--- config.mk ---
export PLATFORM = sky130hd
export DESIGN_NAME = quad_decoder
export DESIGN_NICKNAME = d
export VERILOG_FILES = /design/src/rtl/quad_decoder.sv
export SDC_FILE = /design/constraint.sdc
export NUM_CORES = 1
export LEC_CHECK = 0
export CAP_MARGIN = 20
export CELL_PAD_IN_SITES_DETAIL_PLACEMENT = 1
export CELL_PAD_IN_SITES_GLOBAL_PLACEMENT = 2
export CORE_AREA = 2 2 72 87
export CTS_BUF_LIST = sky130_fd_sc_hd__clkbuf_16
export DETAILED_ROUTE_END_ITERATION = 10
export DIE_AREA = 0 0 74 89
export PLACE_DENSITY = 0.74
export SLEW_MARGIN = 20
export SYNTH_ARGS = -nofsm -noshare
export SYNTH_HDL_FRONTEND = slang
export SYNTH_SLANG_ARGS = --single-unit
--- constraint.sdc ---
create_clock -name clk -period 2.5 [get_ports clk]
set_input_delay 0.625 -clock clk [delete_from_list [all_inputs] [get_ports clk]]
set_output_delay 0.625 -clock clk [all_outputs]
set_load 0.02 [all_outputs]
--- src/rtl/quad_decoder.sv ---
// Quadrature encoder decoder with input synchronisation, glitch filtering,
// x1/x2/x4 decoding, modulo position count and sticky illegal-transition flag.
//
// Optional feature: define QUAD_DECODER_INDEX_EN to enable the index (Z)
// input, which zeroes the count on a rising edge of the filtered index and
// sets index_seen. Without it, index is ignored and index_seen is tied to 0.
//
// Ports:
//   clk, rst_n       clock, synchronous active-low reset
//   quad_a, quad_b   asynchronous encoder phases
//   index            asynchronous index pulse
//   mode             00 = x1, 01 = x2, 1x = x4
//   clr              synchronous count clear (overrides index load and steps)
//   err_clr          clears err (wins over a simultaneous error)
//   count            position, 0..MODULUS-1
//   dir              direction of last counted step (1 = up)
//   step             one-cycle pulse per counted step
//   err              sticky illegal-transition flag
//   index_seen       sticky flag, set after an index load
module quad_decoder #(
  parameter int unsigned WIDTH   = 8,
  parameter int unsigned MODULUS = 24,
  parameter int unsigned FILT    = 4
) (
  input  logic             clk,
  input  logic             rst_n,
  input  logic             quad_a,
  input  logic             quad_b,
  input  logic             index,
  input  logic [1:0]       mode,
  input  logic             clr,
  input  logic             err_clr,
  output logic [WIDTH-1:0] count,
  output logic             dir,
  output logic             step,
  output logic             err,
  output logic             index_seen
);

  localparam int unsigned RW = $clog2(FILT + 1);
  localparam logic [WIDTH-1:0] MAX_CNT = WIDTH'(MODULUS - 1);

`ifdef QUAD_DECODER_INDEX_EN
  localparam int unsigned NIN = 3;
  logic [NIN-1:0] raw;
  assign raw = {index, quad_b, quad_a};
`else
  localparam int unsigned NIN = 2;
  logic [NIN-1:0] raw;
  logic           unused_index;
  assign raw          = {quad_b, quad_a};
  assign unused_index = index;
`endif

  logic [NIN-1:0] s1, s2, cand, acc, vld;
  logic [RW-1:0]  run     [NIN];
  logic [RW-1:0]  run_nxt [NIN];
  logic [1:0]     fill;

  // Consecutive-sample run length of each synchronised input (saturating).
  always_comb begin
    for (int i = 0; i < NIN; i++) begin
      run_nxt[i] = RW'(1);
      if (s2[i] == cand[i] && run[i] != '0) begin
        run_nxt[i] = (run[i] >= RW'(FILT)) ? run[i] : run[i] + RW'(1);
      end
    end
  end

  // Synchronisers and filters; fill gates sampling until s2 holds real data.
  always_ff @(posedge clk) begin
    if (!rst_n) begin
      s1   <= '0;
      s2   <= '0;
      cand <= '0;
      acc  <= '0;
      vld  <= '0;
      fill <= '0;
      for (int i = 0; i < NIN; i++) run[i] <= '0;
    end else begin
      s1   <= raw;
      s2   <= s1;
      fill <= {fill[0], 1'b1};
      if (fill[1]) begin
        cand <= s2;
        for (int i = 0; i < NIN; i++) begin
          run[i] <= run_nxt[i];
          if (run_nxt[i] == RW'(FILT)) begin
            acc[i] <= s2[i];
            vld[i] <= 1'b1;
          end
        end
      end
    end
  end

  // Position of an {A,B} pair along the up sequence 00 -> 10 -> 11 -> 01.
  function automatic logic [1:0] gray_pos(input logic [1:0] ab);
    case (ab)
      2'b00:   gray_pos = 2'd0;
      2'b10:   gray_pos = 2'd1;
      2'b11:   gray_pos = 2'd2;
      default: gray_pos = 2'd3;
    endcase
  endfunction

  logic [1:0] cur, st, delta;
  logic       armed, ab_vld;
  logic       mv_c, up_c, bad_c, sel_c, step_c, idx_rise_c;

  assign cur    = {acc[0], acc[1]};
  assign ab_vld = vld[0] & vld[1];
  assign delta  = gray_pos(cur) - gray_pos(st);

  // Transition decode and mode qualification.
  always_comb begin
    mv_c  = 1'b0;
    up_c  = 1'b0;
    bad_c = 1'b0;
    sel_c = 1'b0;
    if (armed && cur != st) begin
      case (delta)
        2'd1:    begin mv_c = 1'b1; up_c = 1'b1; end
        2'd3:    mv_c  = 1'b1;
        default: bad_c = 1'b1;
      endcase
    end
    if (mode[1])      sel_c = 1'b1;
    else if (mode[0]) sel_c = cur[1] ^ st[1];
    else              sel_c = (st == 2'b00 && cur == 2'b10) || (st == 2'b10 && cur == 2'b00);
    step_c = mv_c & sel_c;
  end

`ifdef QUAD_DECODER_INDEX_EN
  logic idx_prev;
  assign idx_rise_c = vld[2] & acc[2] & ~idx_prev;

  // Index edge detect and sticky index_seen; clr blocks the load.
  always_ff @(posedge clk) begin
    if (!rst_n) begin
      idx_prev   <= 1'b0;
      index_seen <= 1'b0;
    end else begin
      idx_prev <= acc[2];
      if (idx_rise_c && !clr) index_seen <= 1'b1;
    end
  end
`else
  assign idx_rise_c = 1'b0;
  assign index_seen = 1'b0;
`endif

  // Decoder state tracking, arming, count/dir/step and error flag.
  always_ff @(posedge clk) begin
    if (!rst_n) begin
      st    <= 2'b00;
      armed <= 1'b0;
      count <= '0;
      dir   <= 1'b0;
      step  <= 1'b0;
      err   <= 1'b0;
    end else begin
      if (armed) begin
        st <= cur;
      end else if (ab_vld) begin
        st    <= cur;
        armed <= 1'b1;
      end

      if (err_clr)    err <= 1'b0;
      else if (bad_c) err <= 1'b1;

      step <= 1'b0;
      if (clr) begin
        count <= '0;
      end else if (idx_rise_c) begin
        count <= '0;
      end else if (step_c) begin
        step <= 1'b1;
        dir  <= up_c;
        if (up_c) count <= (count == MAX_CNT) ? '0 : count + WIDTH'(1);
        else      count <= (count == '0) ? MAX_CNT : count - WIDTH'(1);
      end
    end
  end

endmodule

After elaboration in Yosys (flattened, before gate mapping)
Memory sizes are Yosys's and may differ from the RTL's.
Index checks and enable logic that the tools add are counted.
Widths: inputs -> output; s select.
{"block": "word_totals", "ff_bits": 26, "latchBits": 0, "ram_bits": 6, "romBits": 0, "input_bits": 9, "wordCells": 89, "n_memories": 1}
{"name": "run", "words": 2, "width": 3, "rd": 2, "rd_clocked_by_memory_dff": 0, "write_ports": 2, "line_no": "56", "source": "logic [RW-1:0] run [NIN];"}
{"block": "classes", "addsub": 5, "multipliers": 0, "n_div": 0, "n_lt_le_gt_ge": 2, "eq_ne": 12, "shift": 0, "muxes": 29, "bitwise_logic": 7, "n_reduce_logical": 18}
{"op": "$mux 8", "count": 3}
{"op": "$mux 3", "count": 6}
{"op": "$mux 1", "count": 16}
{"op": "$pmux 2 s3", "count": 2}
{"op": "$eq 2x2->1 const B", "count": 5}
{"op": "$add 8x1->8 const B", "count": 1}
{"op": "$eq 8x5->1 const B", "count": 1}
{"op": "$logic_not 8->1", "count": 1}
{"op": "$sub 8x1->8 const B", "count": 1}
{"op": "$add 3x1->3 const B", "count": 2}
{"op": "$eq 3x3->1 const B", "count": 2}
{"op": "$ge 3x3->1 const B", "count": 2}
{"op": "$reduce_and 2->1", "count": 3}
{"op": "$reduce_bool 3->1", "count": 2}
{"op": "$reduce_or 2->1", "count": 3}
{"op": "$logic_and 1x1->1", "count": 5}
{"op": "$logic_not 2->1", "count": 2}
{"op": "$mux 2", "count": 2}
{"op": "$and 1x1->1", "count": 2}
{"op": "$eq 1x1->1", "count": 2}
{"op": "$eq 2x1->1 const B", "count": 1}
{"op": "$ne 2x2->1", "count": 1}
{"op": "$not 1->1", "count": 2}
{"op": "$or 1x1->1", "count": 2}
{"op": "4 further kinds", "count": 4}

Depth between registers and ports, before layout
Gate-level depths: netlist of the first run.
{"block": "depth", "word_depth": 9, "depth_mapped": 9, "depth_no_buf": 8}

Least setup slack after synthesis of the first run
OpenSTA, ideal clock, no wires.
{"block": "synth_timing", "kind": "register -> register", "from": "register acc[0]", "to": "register count[7]", "setup_time_ns": 0.074, "arrival_ns": 2.194, "slack_ns": 0.232, "path_stages_with_launch": 9, "period_less_slack_ns": 2.268, "cell_sequence": "dfxtp_1 -> inv_1 -> ha_1 -> inv_1 -> ha_1 -> xnor3_1 -> nand3_2 -> or4_1 -> a31oi_1"}
{"block": "synth_between", "elab_chain_len": 8, "word_cells_on_any_way": 22}
{"item": "start, declared", "line_no": "55", "source": "logic [NIN-1:0] s1, s2, cand, acc, vld;"}
{"item": "start signal, assigned by index", "line_no": "89", "source": "acc[i] <= s2[i];"}
{"item": "$eq 2x2->1 (tied with other cells)", "line_no": "99", "source": "case (ab)"}
{"item": "$pmux 2 s3", "line_no": "99"}
{"item": "$sub 2x2->2", "line_no": "113", "source": "assign delta = gray_pos(cur) - gray_pos(st);"}
{"item": "$eq 2x2->1 or $eq 2x1->1 (tied branches)", "line_no": "122", "source": "case (delta)"}
{"item": "$reduce_or 2->1 (no source line)"}
{"item": "$mux 1", "line_no": "122"}
{"item": "$mux 1", "line_no": "121", "source": "if (armed && cur != st) begin"}
{"item": "$and 1x1->1", "line_no": "131", "source": "step_c = mv_c & sel_c;"}
{"item": "end signal, assigned", "line_no": "181", "source": "if (up_c) count <= (count == MAX_CNT) ? '0 : count + WIDTH'(1);"}
{"item": "end signal, assigned", "line_no": "182", "source": "else count <= (count == '0) ? MAX_CNT : count - WIDTH'(1);"}
{"item": "end, declared", "line_no": "33", "source": "output logic [WIDTH-1:0] count,"}
Several ways; a longest one is shown, not always the timed one.
A chain may end at the register's enable or synchronous reset.

Final worst setup path of the first run
Same ends and word-level chain as after synthesis.

==> impl_metrics.toml, run 1 <==
[power_and_ir_drop]
part_of_the_power_in_combinational_logic = 0.056
cellLeakagePower_uw = 0.000945
cellInternalPower_uw = 1040
seq_power_share = 0.419
pwr_density_cell_mw_per_mm2 = 544
net_switching_fraction_of_the_power = 0.206
power.share.clock = 0.525
vdd.ir_drop.worst_mv = 0.242
power.switching_uw = 271

[detailed_routing]
ant_nets = 0
detailroute.via_count = 1562
route.detailed.drc = 0
initialDrtViolationCount = 34
via_per_inst = 4.90
met2WireLength_um = 2130
postRouteWirelength_um = 4490
detailroute.wirelength.met3_um = 156
route.detailed.wl_per_inst_um = 14.1
detail_route.wirelength.met1_um = 2180
dr.pass1.iters = 4
routed.top_layer = "met4"

[synthesis]
synth_xor_area_frac = 0.0508
synth_enable_flop_cells = 6
synth.distinct_cells = 58
synth_seq_area_share = 0.360
synthMuxAreaShare = 0.0367
ys_seq_elements = 32
synth_compound_gate_area_share = 0.162
synthFlopType = "sky130_fd_sc_hd__dfxtp_1"
dominant_combinational_cell_family_by_area_after_synthesis = "simple AND/OR/NAND/NOR gates"
syn-mean-instance-area_um2 = 9.26
syn_inst_count = 210
ys_warn_count = 0
synthSimpleGateAreaFrac = 0.228
synthesis.nets = 234
syn_area_mm2 = 0.00194
synthAdderAreaFrac = 0.0965
async_flop_share = 0

[setup_path]
cpMaxStageDelayCell = "sky130_fd_sc_hd__or4_1"
slowest_delay_ps = 500
critical_path.startpoint_type = "flip-flop"
critical_path.top_delay_family = "simple AND/OR/NAND/NOR gates"
reg2reg_slack_ps = 200
cp_cell_sequence = "inv_1 -> ha_1 -> inv_1 -> ha_1 -> xnor3_1 -> nand3_2 -> or4_1 -> a31oi_1"
critical_path.max_fanout = 5
critical_path_arrival_ps = 2500
criticalPathCategory = "flip-flop to flip-flop"
timing.critical_path.required_ps = 2710
worst-path-buf-inv = 2
worst_setup_path_end_kind = "flip-flop"

[worst_hold_path]
hold_class = "flip-flop to flip-flop"

[die]
floorplan.die.width_um = 74
io-pin-count = 21
design.die.area_mm2 = 0.00659
core_area_mm2 = 0.00567
placement_rows = 30
start_util = 0.343
die_height_um = 89

[finish]
finish.cell_count_without_fillers = 319
area_delta_synth_final_pct = 24.0
utilization = 0.425
layout.nets = 262
layout-drive-gt1-share = 0.117
insertedDiodeCount = 0

[sta]
setup_violations = 0
post_route_minimum_period_ps = 2300
finalHoldViolCount = 0
rsz0062_at_grt = "false"
timing.final.max_slew_violations = 0
hold-worst-slack_ps = 431
layout_setup_ws_ps = 205
layout_worst_path_cycle_share = 0.918
finalClockSkew_ps = 2.38
max_freq_mhz = 436
final.setup.tns_ps = 0

[global_route]
largest_net_degree_at_the_start_of_global_routing = 15
grt_util_all_layers = 0.155
grt_pass1_vias = 1625
initial_antenna_violation_count = 0
grt_pass1_wl_um = 7750
grt.overflow.total = 0

[clock_tree]
cts_setup_buffers = 0
clock-root-buffer = "sky130_fd_sc_hd__clkbuf_16"
clock_insertion_delay_worst_skew_ps = 280
cts_tree = "done"
max-clock-path-buffers = 2
clock_sink_count = 32
clk_pin_slew_ps = 50
tritoncts.num_buffers = 5
post_cts_hold_buffer_count = 0
cts_max_level = 2
cts_repair_resize_count = 0

[placement]
gp_routability_congestion = 0.747
dpl.cell_count = 311
placement.setup.worst_slack_ps = 80.7
dp_hpwl_um = 3460
buffer_ports.inserted = 18

[run_status]
status = "completed"

[run]
cap_violations = 0
==> worst paths after layout <==
path                            cells after the start  startpoint       end
worst min-delay path                                1       s1[0]     s2[0]
worst max-delay path                                8      acc[0]  count[7]
worst min register to register                      1       s1[0]     s2[0]
worst max register to register                      8      acc[0]  count[7]
==> cells in the final DEF, fill, tap and decap left out, types with 2 or more instances in the layout <==
cell	Yosys	layout
sky130_fd_sc_hd__nor2b_1	7	7
sky130_fd_sc_hd__nand3_1	2	2
sky130_fd_sc_hd__and4b_1	3	3
sky130_fd_sc_hd__nor2_1	15	15
sky130_fd_sc_hd__clkbuf_16	0	5
sky130_fd_sc_hd__nor3b_1	3	3
sky130_fd_sc_hd__nor3_1	2	2
sky130_fd_sc_hd__nand2b_1	5	5
sky130_fd_sc_hd__a32oi_1	2	2
sky130_fd_sc_hd__a21oi_1	12	12
sky130_fd_sc_hd__mux2i_1	6	6
sky130_fd_sc_hd__o21a_1	3	3
sky130_fd_sc_hd__o21ai_0	5	5
sky130_fd_sc_hd__xnor2_1	5	5
sky130_fd_sc_hd__or3_1	2	2
sky130_fd_sc_hd__o22ai_1	3	3
sky130_fd_sc_hd__dfxtp_1	26	26
sky130_fd_sc_hd__and2_1	7	7
sky130_fd_sc_hd__a31oi_1	3	3
sky130_fd_sc_hd__ha_1	15	15
sky130_fd_sc_hd__o211ai_1	2	2
sky130_fd_sc_hd__nor4_1	2	2
sky130_fd_sc_hd__or4_1	2	2
sky130_fd_sc_hd__nand2_1	17	17
sky130_fd_sc_hd__inv_1	17	18
sky130_fd_sc_hd__buf_4	2	11
sky130_fd_sc_hd__a22oi_1	3	3
sky130_fd_sc_hd__clkdlybuf4s50_1	0	18
sky130_fd_sc_hd__a211oi_1	2	2
sky130_fd_sc_hd__edfxtp_1	6	6
==> power by group through the flow <==
stage	sequential (uW)	clock, uW	combinational [uW]
floorplan	557	0	49.4
global placement	560	0	73.0
detailed placement	561	0	74.3
CTS	550	707	75.0
global route	551	733	84.1
finish	550	689	72.9
==> metrics by stage <==
stage | instance area [um^2] | power (uW)
after floorplan | 1940 | 606
after global placement | 2250 | 633
after detailed placement | 2250 | 635
after CTS | 2410 | 1330
after global routing | 2410 | 1370
final | 2410 | 1310
==> registers in the layout (all words and copies together) (netlist names) <==
name   cells
run        6
s1         2
vld        2
st         2
dir        1
acc        2
fill       2
armed      1
count      8
cand       2
s2         2
step       1
err        1
==> synthesized netlist by cell type, types with 2 or more instances <==
library cell               number  area share
sky130_fd_sc_hd__edfxtp_1       6       0.093
sky130_fd_sc_hd__buf_4          2      0.0077
sky130_fd_sc_hd__a21oi_1       12       0.031
sky130_fd_sc_hd__ha_1          15       0.097
sky130_fd_sc_hd__nand3_1        2      0.0051
sky130_fd_sc_hd__o21ai_0        5       0.013
sky130_fd_sc_hd__xnor2_1        5       0.023
sky130_fd_sc_hd__and4b_1        3       0.015
sky130_fd_sc_hd__nor4_1         2      0.0064
sky130_fd_sc_hd__or3_1          2      0.0064
sky130_fd_sc_hd__inv_1         17       0.033
sky130_fd_sc_hd__nand2_1       17       0.033
sky130_fd_sc_hd__a31oi_1        3      0.0097
sky130_fd_sc_hd__dfxtp_1       26        0.27
sky130_fd_sc_hd__a22oi_1        3       0.012
sky130_fd_sc_hd__mux2i_1        6       0.031
sky130_fd_sc_hd__a32oi_1        2      0.0090
sky130_fd_sc_hd__or4_1          2      0.0077
sky130_fd_sc_hd__nor3_1         2      0.0051
sky130_fd_sc_hd__and2_1         7       0.023
sky130_fd_sc_hd__clkbuf_1       2      0.0039
sky130_fd_sc_hd__nor3b_1        3       0.012
sky130_fd_sc_hd__o211ai_1       2      0.0077
sky130_fd_sc_hd__o21a_1         3       0.012
sky130_fd_sc_hd__nor2b_1        7       0.023
sky130_fd_sc_hd__o22ai_1        3      0.0097
sky130_fd_sc_hd__nand2b_1       5       0.016
sky130_fd_sc_hd__a211oi_1       2      0.0077
sky130_fd_sc_hd__nor2_1        15       0.029
==> worst reg2reg max path, stage by stage, from the launching register on <==
cell                      delay [ps]
sky130_fd_sc_hd__dfxtp_1         320
sky130_fd_sc_hd__inv_1            80
sky130_fd_sc_hd__ha_1            280
sky130_fd_sc_hd__inv_1            40
sky130_fd_sc_hd__ha_1            210
sky130_fd_sc_hd__xnor3_1         460
sky130_fd_sc_hd__nand3_2         170
sky130_fd_sc_hd__or4_1           500
sky130_fd_sc_hd__a31oi_1         170
==> layout make-up <==
class | count | area (um^2)
fill | 648 | 3260
multi-input combinational | 153 | 1120
sequential | 32 | 701
timing repair buffer | 29 | 263
clock buffer | 5 | 125
tap | 80 | 100
inverter | 17 | 63.8
clock inverter | 3 | 38.8
==> logic make-up (layout without fill, tap and decap cells) <==
logic type | count (synthesis) | in the layout
flops | 32 | 32
mux | 7 | 7
fa+ha+maj | 15 | 15
compound gates | 45 | 45
other cells | 1 | 1
simple gates | 77 | 77
xor+xnor | 8 | 8
buf+inv | 25 | 54
==> routing by layer <==
layer  track usage  vias up
li1              -      794
met1         0.206      741
met2         0.248       23
met3        0.0451        4
met4        0.0397        0
met5             0        -
Power figures use the tool's default switching activity.
==> run 2: changes to the inputs <==
Settings changed: CAP_MARGIN 20 to 30, REMOVE_ABC_BUFFERS set to 1.
==> run 2 against run 1 <==
Compared with the run above: global-route usage decreased by 0.18 points; cell count is the same; register-to-register slack is essentially flat; critical path depth unchanged; die area stayed put; via count is 0.51% higher; clock-buffer cell count did not move; total power decreased by 0.89%; fmax up 0.56%; cell area unchanged; routed wire length shrank 0.18%; sequential share of layout area unchanged; critical endpoint is now count[6]; largest power group unchanged; highest routed layer unchanged.
==> impl_metrics.toml, run 2 (synthesis gave the netlist of run 1 again) <==
[run_status]
status = "completed"

[setup_path]
r2r-start = "acc[0]"
slowest_delay_ps = 510
criticalPathCategory = "flip-flop to flip-flop"
critical_path.top_delay_family = "simple AND/OR/NAND/NOR gates"
reg2reg_slack_ps = 220
critical_r2r_capture = "count[6]"
critical_path_arrival_ps = 2490
worst-path-buf-inv = 2
critical_path.startpoint_type = "flip-flop"
ff2ff_path_depth = 8
cpMaxStageDelayCell = "sky130_fd_sc_hd__or4_1"
worst_setup_path_end_kind = "flip-flop"
cp_cell_sequence = "inv_1 -> ha_1 -> inv_1 -> ha_1 -> a211oi_4 -> nand3_2 -> or4_1 -> a31oi_1"
critical_path.max_fanout = 5
timing.critical_path.required_ps = 2700

[worst_hold_path]
worst_hold_path.endpoint = "fill[1]"
timing.hold.worst_path_depth = 1
hold_class = "flip-flop to flip-flop"
hp-start = "fill[0]"

[finish]
layout.filler_cells = 656
insertedDiodeCount = 0
most-common-layout-cells = "26 x sky130_fd_sc_hd__dfxtp_1, 18 x sky130_fd_sc_hd__inv_1, 18 x sky130_fd_sc_hd__clkdlybuf4s50_1"
layout.nets = 262
largest_reg_flops = 8
leading_registers_by_flop_count = "count (8), run (6)"
mostFrequentLayoutCell = "sky130_fd_sc_hd__dfxtp_1"
largest_register = "count"
area_delta_synth_final_pct = 24.0
layout-drive-gt1-share = 0.117

[clock_tree]
tritoncts.num_buffers = 5
cts_repair_resize_count = 0
clock-root-buffer = "sky130_fd_sc_hd__clkbuf_16"
cts_tree = "done"
max-clock-path-buffers = 2
post_cts_hold_buffer_count = 0
clock_insertion_delay_worst_skew_ps = 270
clock_sink_count = 32
cts_max_level = 2
clk_pin_slew_ps = 50
cts_setup_buffers = 0

[power_and_ir_drop]
cellInternalPower_uw = 1040
pwr_density_cell_mw_per_mm2 = 539
power.share.clock = 0.522
part_of_the_power_in_combinational_logic = 0.055
vdd.ir_drop.worst_mv = 0.247
net_switching_fraction_of_the_power = 0.200
power.switching_uw = 260
seq_power_share = 0.423
finalPower_uw = 1300
cellLeakagePower_uw = 0.000945

[detailed_routing]
route.detailed.drc = 0
detailroute.via_count = 1570
initialDrtViolationCount = 73
via_per_inst = 4.92
route.detailed.wl_per_inst_um = 14.1
ant_nets = 0
dr.pass1.iters = 4
postRouteWirelength_um = 4480

[die]
core_area_mm2 = 0.00567
design.die.area_mm2 = 0.00659
floorplan.die.width_um = 74
die_height_um = 89
placement_rows = 30
io-pin-count = 21
start_util = 0.343

[sta]
rsz0062_at_grt = "false"
finalClockSkew_ps = 1.70
final.setup.tns_ps = 0
layout_worst_path_cycle_share = 0.913
max-slew-margin-rel = 0.663
finalHoldViolCount = 0
max_freq_mhz = 438
layout_setup_ws_ps = 217
post_route_minimum_period_ps = 2280
timing.final.max_slew_violations = 0
transition_time_of_the_tightest_slew_check_pin_ps = 502
setup_violations = 0

[placement]
placement.setup.worst_slack_ps = 86.8
gp_routability_congestion = 0.729
buffer_ports.inserted = 18
dp_hpwl_um = 3490

[global_route]
largest_net_degree_at_the_start_of_global_routing = 22
initial_antenna_violation_count = 0
grt_pass1_vias = 1586
grt.overflow.total = 0
grt_pass1_wl_um = 7640
grt_util_all_layers = 0.153

[run]
cap_violations = 0
## run 2: cell counts in the layout (fill, tap and decap cells not counted)
Identical to the previous run, type by type.
## run 2: worst max-delay path by stage
| stage | startpoint | end | slack, ps | cells after the start |
|---|---|---|---|---|
| 3_3_place_gp | mode[1] | count[7] | 110 | 6 |
| 6_report | acc[0] | count[6] | 220 | 8 |
| 5_1_grt | st[0] | count[2] | 90 | 8 |
| 4_1_cts | acc[0] | count[7] | 190 | 8 |
| 3_5_place_dp | mode[1] | count[6] | 90 | 6 |
| 2_1_floorplan | acc[0] | count[7] | 220 | 8 |
## run 2: layout make-up
type	instances	area (um^2)	area share
clock inverter	3	38.8	0.0161
tap	80	100	0.0415
timing repair buffer	29	263	0.109
sequential	32	701	0.291
inverter	17	63.8	0.0265
multi-input combinational	153	1120	0.464
clock buffer	5	125	0.0519
## run 2: worst reg2reg max path, cell delays in order, from the launching register on
cell and delay (ps):
sky130_fd_sc_hd__dfxtp_1 330, sky130_fd_sc_hd__inv_1 80, sky130_fd_sc_hd__ha_1 280, sky130_fd_sc_hd__inv_1 40, sky130_fd_sc_hd__ha_1 350, sky130_fd_sc_hd__a211oi_4 290, sky130_fd_sc_hd__nand3_2 170, sky130_fd_sc_hd__or4_1 510
sky130_fd_sc_hd__a31oi_1 170
## run 2: power by group through the flow
stage          combinational [uW]  clock, uW  sequential [uW]
2_1_floorplan                43.7          0              558
4_1_cts                      73.2        700              550
6_report                     72.0        679              550
3_5_place_dp                 72.7          0              561
5_1_grt                      82.2        721              552
3_3_place_gp                 72.0          0              560
## run 2: per-layer routing
layer  vias up  track usage  wire length [um]
met5         -            0                 0
met4         0       0.0545                68
met3         5       0.0316               127
met2        18        0.265              2260
met1       752        0.187              2020
li1        795            -                 -
## run 2: metrics by stage
stage	util	hold slack [ps]	cells	instance area (um^2)
floorplan	-	412	202	1880
global placement	0.396	414	311	2250
detailed placement	0.396	428	311	2250
CTS	0.425	441	319	2410
global route	0.425	465	319	2410
finish	0.425	435	319	2410
==> run 3: changes to the inputs <==
Settings changed: CORE_AREA 2 2 72 87 to 2 2 77 94, DIE_AREA 0 0 74 89 to 0 0 79 96, PLACE_DENSITY 0.74 to 0.73.
==> run 3 against run 2 <==
Compared with the run above: setup slack got worse by 53 ps; die area up 15%; largest cell class unchanged; fmax down 2.3%; flip-flop and latch count stayed put.
==> impl_metrics.toml, run 3 (synthesis gave the netlist of run 1 again) <==
[die]
io-pin-count = 21
core_area_mm2 = 0.00669
placement_rows = 33
die_height_um = 96
floorplan.die.width_um = 79
design.die.area_mm2 = 0.00758
start_util = 0.291

[finish]
mostFrequentLayoutCell = "sky130_fd_sc_hd__dfxtp_1"
insertedDiodeCount = 0
leading_registers_by_flop_count = "count (8), run (6)"
most-common-layout-cells = "25 x sky130_fd_sc_hd__dfxtp_1, 18 x sky130_fd_sc_hd__clkdlybuf4s50_1, 17 x sky130_fd_sc_hd__inv_1, 17 x sky130_fd_sc_hd__nand2_1"
area_delta_synth_final_pct = 24.0
largest_reg_flops = 8
largest_register = "count"
layout-drive-gt1-share = 0.122
layout.nets = 260

[setup_path]
cpMaxStageDelayCell = "sky130_fd_sc_hd__or4_1"
critical_path.top_delay_family = "simple AND/OR/NAND/NOR gates"
criticalPathCategory = "flip-flop to flip-flop"
critical_r2r_capture = "count[7]"
slowest_delay_ps = 510
worst-path-buf-inv = 1
cp_cell_sequence = "inv_1 -> ha_1 -> ha_1 -> xnor3_2 -> nand3_2 -> or4_1 -> a31oi_1"
critical_path_arrival_ps = 2540
critical_path.startpoint_type = "flip-flop"
r2r-start = "st[0]"
critical_path.max_fanout = 5
path_common_cell = "sky130_fd_sc_hd__ha_1"
ff2ff_path_depth = 7
reg2reg_slack_ps = 160
timing.critical_path.required_ps = 2700
worst_setup_path_end_kind = "flip-flop"

[run]
cap_violations = 0

[power_and_ir_drop]
vdd.ir_drop.worst_mv = 0.253
part_of_the_power_in_combinational_logic = 0.056
power.switching_uw = 279
cellLeakagePower_uw = 0.000931
cellInternalPower_uw = 1040
seq_power_share = 0.416
power.share.clock = 0.528
pwr_density_cell_mw_per_mm2 = 549
net_switching_fraction_of_the_power = 0.211

[sta]
finalHoldViolCount = 0
setup_violations = 0
layout_worst_path_cycle_share = 0.934
post_route_minimum_period_ps = 2340
layout_setup_ws_ps = 164
final.setup.tns_ps = 0
transition_time_of_the_tightest_slew_check_pin_ps = 539
rsz0062_at_grt = "false"
timing.final.max_slew_violations = 0
max_freq_mhz = 428
max-slew-margin-rel = 0.638
finalClockSkew_ps = 3.24

[clock_tree]
clk_pin_slew_ps = 60
tritoncts.num_buffers = 5
cts_tree = "done"
cts_max_level = 2
clock_insertion_delay_worst_skew_ps = 280
clock_sink_count = 32
clock-root-buffer = "sky130_fd_sc_hd__clkbuf_16"
max-clock-path-buffers = 2
cts_setup_buffers = 0

[global_route]
fraction_of_met3_tracks_used_by_global_routing = 0.0328
largest_net_degree_at_the_start_of_global_routing = 22
met1_global_route_usage = 0.162
grt.overflow.total = 0
grt_util_all_layers = 0.134
initial_antenna_violation_count = 0
globalRoute.busiestLayer = "met2"
use_met2 = 0.231
grt_pass1_vias = 1587
grt_pass1_wl_um = 7800

[detailed_routing]
dr.pass1.iters = 4
via_per_inst = 4.85
detailroute.via_count = 1570
route.detailed.wl_per_inst_um = 14.7
postRouteWirelength_um = 4750
initialDrtViolationCount = 23
route.detailed.drc = 0
ant_nets = 0

[placement]
gp_routability_congestion = 0.702
buffer_ports.inserted = 18
placement.setup.worst_slack_ps = 20.2
dp_hpwl_um = 3490

[worst_hold_path]
timing.hold.worst_path_depth = 1
hp-start = "s1[1]"
worst_hold_path.endpoint = "s2[1]"
hold_class = "flip-flop to flip-flop"

[run_status]
status = "completed"
-- run 3: worst max path at each step --
stage	cells after the start	endpoint	slack (ps)	start
after floorplan	8	count[7]	220	acc[0]
after global placement	6	count[7]	90	mode[1]
after detailed placement	6	count[7]	20	mode[1]
after CTS	7	count[7]	10	st[0]
after global routing	7	count[7]	30	st[0]
final	7	count[7]	160	st[0]
-- run 3: layout make-up --
cell class / instances / area, um^2
timing repair buffer: 27 / 248
inverter: 17 / 63.8
clock inverter: 3 / 42.5
fill: 799 / 4280
multi-input combinational: 153 / 1120
sequential: 32 / 702
clock buffer: 5 / 125
tap: 87 / 109
-- run 3: what timing repair did --
item,CTS,global route
endpoints found under the setup margin,0,2
gates resized for setup,0,2
hold buffers,0,0
-- run 3: routing by layer --
metal	wire (um)	up-vias
li1	-	792
met1	2230	756
met2	2340	17
met3	110	5
met4	70	0
met5	0	-
-- run 3: power by group through the flow --
stage          sequential (uW)  combinational, uW  clock [uW]
2_1_floorplan              558               43.7           0
3_3_place_gp               561               73.0           0
3_5_place_dp               561               74.5           0
4_1_cts                    550               75.3         717
5_1_grt                    552               82.8         740
6_report                   550               73.9         699
-- run 3: through the flow --
step / util / instance area (um^2) / total power (uW) / hold slack, ps / cells
2_1_floorplan: - / 1880 / 602 / 412 / 202
3_3_place_gp: 0.335 / 2240 / 634 / 416 / 316
3_5_place_dp: 0.335 / 2240 / 636 / 426 / 316
4_1_cts: 0.360 / 2410 / 1340 / 441 / 324
5_1_grt: 0.360 / 2410 / 1370 / 463 / 324
6_report: 0.360 / 2410 / 1320 / 437 / 324
